[src/rtl/branch_mispred_unit_pkg.sv]
// rtl/branch_mispred_unit_pkg.sv - core definitions shared by the branch resolution path and the IFU
package branch_mispred_unit_pkg;

  typedef enum logic [1:0] {
    PC_PLUS_4      = 2'd0,
    SB_TYPE_ADDR   = 2'd1,
    UJ_TYPE_ADDR   = 2'd2,
    JALR_TYPE_ADDR = 2'd3
  } next_pc_t;

  localparam logic [1:0] BR_TYPE_SB   = 2'b00;
  localparam logic [1:0] BR_TYPE_UJ   = 2'b01;
  localparam logic [1:0] BR_TYPE_JALR = 2'b10;
  localparam logic [1:0] BR_TYPE_RSVD = 2'b11;

  // Wide enough for the largest legal hold load (FLUSH_CYCLES-1 = 14).
  localparam int HOLD_W = 4;

  // The reserved encoding resolves like a conditional branch.
  function automatic next_pc_t decode_target(input logic [1:0] br_type);
    next_pc_t sel;
    case (br_type)
      BR_TYPE_UJ:   sel = UJ_TYPE_ADDR;
      BR_TYPE_JALR: sel = JALR_TYPE_ADDR;
      BR_TYPE_SB,
      BR_TYPE_RSVD: sel = SB_TYPE_ADDR;
      default:      sel = SB_TYPE_ADDR;
    endcase
    return sel;
  endfunction

endpackage

[src/rtl/branch_mispred_unit_perf_counter.sv]
// rtl/branch_mispred_unit_perf_counter.sv - wrapping event counter with synchronous clear
module perf_counter #(
  parameter int WIDTH = 32
) (
  input  logic             clk,
  input  logic             inc,
  input  logic             clear,
  output logic [WIDTH-1:0] value
);

  logic [WIDTH-1:0] r_value;

  always_ff @(posedge clk) begin
    if (clear) begin
      r_value <= '0;
    end else if (inc) begin
      r_value <= r_value + {{(WIDTH-1){1'b0}}, 1'b1};
    end
  end

  assign value = r_value;

endmodule

[src/rtl/branch_mispred_unit.sv]
// rtl/branch_mispred_unit.sv - resolves branches against static not-taken prediction
// and drives flush, next-PC select and branch/misprediction counters.
module branch_mispred_unit
  import branch_mispred_unit_pkg::*;
#(
  parameter int FLUSH_CYCLES = 1,
  parameter int CNT_WIDTH    = 32
) (
  input  logic                 clk,
  input  logic                 reset,
  input  logic                 is_branch_op,
  input  logic                 branch_taken,
  input  logic [1:0]           branch_type,
  output logic                 flush,
  output next_pc_t             next_pc_sel,
  output logic                 busy,
  output logic [CNT_WIDTH-1:0] branch_count,
  output logic [CNT_WIDTH-1:0] mispred_count
);

  localparam logic [HOLD_W-1:0] HOLD_LOAD = HOLD_W'(FLUSH_CYCLES - 1);

  logic [HOLD_W-1:0] r_hold;
  logic              w_busy;
  logic              w_accept;
  logic              w_mispred;

  assign w_busy    = (r_hold != '0);
  // Resolutions seen during the hold window come from squashed younger instructions.
  assign w_accept  = is_branch_op & ~reset & ~w_busy;
  assign w_mispred = w_accept & branch_taken;

  always_ff @(posedge clk) begin
    if (reset) begin
      r_hold <= '0;
    end else if (w_mispred) begin
      r_hold <= HOLD_LOAD;
    end else if (w_busy) begin
      r_hold <= r_hold - {{(HOLD_W-1){1'b0}}, 1'b1};
    end
  end

  always_comb begin
    next_pc_sel = PC_PLUS_4;
    if (w_mispred) begin
      next_pc_sel = decode_target(branch_type);
    end
  end

  assign flush = ~reset & (w_mispred | w_busy);
  assign busy  = w_busy;

  perf_counter #(.WIDTH(CNT_WIDTH)) u_branch_cnt (
    .clk   (clk),
    .inc   (w_accept),
    .clear (reset),
    .value (branch_count)
  );

  perf_counter #(.WIDTH(CNT_WIDTH)) u_mispred_cnt (
    .clk   (clk),
    .inc   (w_mispred),
    .clear (reset),
    .value (mispred_count)
  );

endmodule

[config.mk]
export PLATFORM = sky130hd
export DESIGN_NAME = branch_mispred_unit
export DESIGN_NICKNAME = d
export VERILOG_FILES = /design/src/rtl/branch_mispred_unit_pkg.sv /design/src/rtl/branch_mispred_unit_perf_counter.sv /design/src/rtl/branch_mispred_unit.sv
export SDC_FILE = /design/constraint.sdc
export NUM_CORES = 1
export LEC_CHECK = 0
export ABC_CLOCK_PERIOD_IN_PS = 3480
export BUFFER_PORTS_ARGS = -buffer_cell sky130_fd_sc_hd__buf_2
export CAP_MARGIN = 20
export CORE_ASPECT_RATIO = 2
export CORE_MARGIN = 2
export CORE_UTILIZATION = 58
export DETAILED_ROUTE_END_ITERATION = 10
export HOLD_SLACK_MARGIN = 0.12
export PLACE_DENSITY = 0.84
export SLEW_MARGIN = 10
export SYNTH_ARGS = -nofsm -noshare
export SYNTH_HDL_FRONTEND = slang
export SYNTH_SLANG_ARGS = --single-unit
export TNS_END_PERCENT = 10
[constraint.sdc]
create_clock -name clk -period 3.48 [get_ports clk]
set_clock_uncertainty 0.05 [all_clocks]
set_input_delay 0.348 -clock clk [delete_from_list [all_inputs] [get_ports clk]]
set_output_delay 0.348 -clock clk [all_outputs]
set_load 0.1 [all_outputs]
==> reports/qor.yml <==
drt:
  drt-met1-wl_mm: 2.72
  drt_iter0_drc: 153
  highest_layer: "met4"
  via_per_inst: 5.62
  drtAntennaViolNets: 0
  firstDrtPassIters: 4
  vias: 2893
  wire_per_inst_um: 14.2
  wl_met3_um: 339
  totalWireLength_mm: 7.34
  wl_met2_mm: 4.07
  route.detailed.drc: 0
synth:
  synth_compound_area_share_pct: 5.83
  synthArstFlopShare_pct: 0
  synth_xor_area_share_pct: 13.1
  synthSimpleGateAreaFrac_pct: 32.7
  yosysUniqueCellTypes: 40
  syn_inst: 379
  yosys_register_bits: 68
  synth_ff_type: "dfxtp_1"
  synth_edf_count: 0
  synth_mux_area_share_pct: 0.311
  synth_top_family_by_area: "simple AND/OR/NAND/NOR gates"
  syn_area_mm2: 0.00322
  synth_fa_ha_area_share_pct: 1.94
  ys_seq_area_share_pct: 42.3
  synth_area_per_cell_um2: 8.49
  synth_fp_nets: 390
  synth_warnings: 0
clocking:
  cts_tree: "done"
  hold_buffers: 0
  insertion_delay_ns: 0.34
  clock_path_buffers: 2
  ctsHtreeMaxLevel: 3
  cts_setup_buffers: 0
  clockRootBuffer: "clkbuf_8"
  numCtsBuffers: 9
  cts_resized: 0
  cts_sinks: 68
  clk_pin_slew_ns: 0.07
sta:
  whs_ns: 0.411
  rsz0062_at_grt: "false"
  post-route-period-util_pct: 76.9
  setup_tns_ns: 0
  maxSlewHeadroom_pct: 58.5
  worst_slew_pin_slew_ns: 0.620
  fmax_ghz: 0.373
  setup_slack_ns: 0.802
  period_minus_slack_ns: 2.68
  drv_slew: 0
  setup-violations-final: 0
  hold_violations: 0
worst_setup_path:
  cp-end-kind: "output pin"
  reg2reg_from: "r_hold[0]"
  critPathKind: "reg2out"
  cp_max_fo: 10
  cp.arrival_ns: 2.28
  r2r-end: "u_mispred_cnt.value[29]"
  start_kind: "register"
  rrSetupSlack_ns: 0.90
  crit_end: "flush"
  startpoint: "r_hold[0]"
  required_ns: 3.08
  r2r_cells: 7
outcome:
  status: "completed"
grt:
  grt_max_degree: 45
  grt_pass1_wl_mm: 12.1
  antenna_found_initial: 0
  grt_pass1_vias: 2829
  grt-ovfl-total: 0
  grtUsageTotal_pct: 24.9
power:
  irDropWorstVdd_v: 0.000462
  switching_share_pct: 32.8
  leakagePower_nw: 1.52
  power.switching_w: 0.000619
  pwr-share-comb_pct: 21.4
  p_clk_share_pct: 34.6
  power.density_mw_per_mm2: 497
  p_seq_share_pct: 44.1
  internal_power_w: 0.00127
floorplan:
  ioPinCount: 74
  core_area_mm2: 0.00537
  die_area_mm2: 0.00620
  rows: 38
  die_x_um: 56.7
  die_height_um: 109
  start_util_pct: 59.9
run:
  maxCapViolCount: 0
min_path:
  min_path_type: "in2reg"
place:
  globalplace.congestion: 0.832
  hpwl_mm: 5.40
  dp_worst_setup_slack_ns: 0.954
  portBuffers: 73
finish:
  fillers: 489
  multiInputGateArea_mm2: 0.00173
  drive_gt1_share_pct: 23.3
  final_cell_mix: "buf_2, dfxtp_1, nor2_1, xnor2_1, nand2_1"
  num_antenna_cells: 0
  area_growth_pct: 18.0
  seqCellArea_mm2: 0.00136
  nets: 461
  layout_commonest_cell: "buf_2"
-- power groups by stage --
stage | Combinational, W | Sequential (W) | Clock, W
finish | 0.000403 | 0.000831 | 0.000652
global route | 0.000435 | 0.000835 | 0.000689
CTS | 0.000405 | 0.000831 | 0.000663
detailed placement | 0.000403 | 0.000849 | 0
global placement | 0.000394 | 0.000847 | 0
floorplan | 0.000301 | 0.000887 | 0
-- worst max-delay path, cell delays in order, from the launching register on --
cell	delay [ns]
dfxtp_1	0.31
inv_1	0.11
ha_1	0.19
nor3b_4	0.44
nand2_1	0.24
a21oi_1	0.20
buf_2	0.45
-- final cells by class --
class / count / area share [%]
Sequential cell: 68 / 35.8
Clock buffer: 11 / 3.99
Clock inverter: 5 / 1.32
Multi-Input combinational cell: 283 / 45.6
Timing Repair Buffer: 74 / 9.82
Tap cell: 60 / 1.98
Inverter: 14 / 1.45
-- Yosys cell counts (2+ instances only) --
cell | n | area (um^2)
dfxtp_1 | 68 | 1360
nor2_1 | 57 | 214
xnor2_1 | 34 | 298
nand2_1 | 25 | 93.8
nand3_1 | 23 | 115
a21oi_1 | 18 | 90.1
nor3_1 | 15 | 75.1
xor2_1 | 14 | 123
inv_1 | 13 | 48.8
nand4_1 | 13 | 81.3
nor4_1 | 13 | 81.3
or3_1 | 12 | 75.1
o21ai_0 | 11 | 55.1
clkbuf_1 | 9 | 33.8
and3_1 | 8 | 50.1
and4_1 | 7 | 61.3
ha_1 | 5 | 62.6
a31o_2 | 3 | 26.3
and2_1 | 3 | 18.8
nand2b_1 | 3 | 18.8
buf_1 | 2 | 7.51
nor3_2 | 2 | 20.0
nor4_2 | 2 | 25.0
or2_2 | 2 | 12.5
or4_1 | 2 | 15.0
-- how the worst min path moves through the flow --
stage / startpoint / endpoint / slack [ns] / cells past startpoint
floorplan: r_hold[1] / r_hold[1] / 0.44 / 2
global placement: u_mispred_cnt.value[30] / u_mispred_cnt.value[30] / 0.42 / 1
detailed placement: u_mispred_cnt.value[30] / u_mispred_cnt.value[30] / 0.44 / 1
CTS: reset / u_mispred_cnt.value[6] / 0.40 / 2
global route: reset / u_mispred_cnt.value[2] / 0.44 / 2
finish: reset / u_mispred_cnt.value[6] / 0.41 / 2
-- metal layers --
| layer | global-route usage (%) | vias up |
|---|---|---|
| li1 | - | 1457 |
| met1 | 23.6 | 1348 |
| met2 | 47.3 | 69 |
| met3 | 5.65 | 19 |
| met4 | 14.3 | 0 |
| met5 | 0 | - |
-- through the flow --
| step | instances | cell area (um^2) | utilization [%] | power, W |
|---|---|---|---|---|
| floorplan | 379 | 3220 | - | 0.00119 |
| global placement | 499 | 3600 | 67.0 | 0.00124 |
| detailed placement | 499 | 3600 | 67.0 | 0.00125 |
| CTS | 515 | 3800 | 70.7 | 0.00190 |
| global route | 515 | 3800 | 70.7 | 0.00196 |
| finish | 515 | 3800 | 70.7 | 0.00189 |
-- sequential cells by signal, indices dropped and copies added, names as in the netlist --
register / flops
r_hold: 4
u_branch_cnt.value: 32
u_mispred_cnt.value: 32
-- logic make-up (layout without fill, tap and decap cells) --
family / after synthesis / in the layout
adder cells (fa/ha/maj): 5 / 5
XOR/XNOR: 48 / 48
AND/OR/NAND/NOR: 195 / 195
flip-flops: 68 / 68
multiplexers: 1 / 1
AO/OA/AOI/OAI: 34 / 34
buffers and inverters: 28 / 104
(Power assumes the default switching activity.)
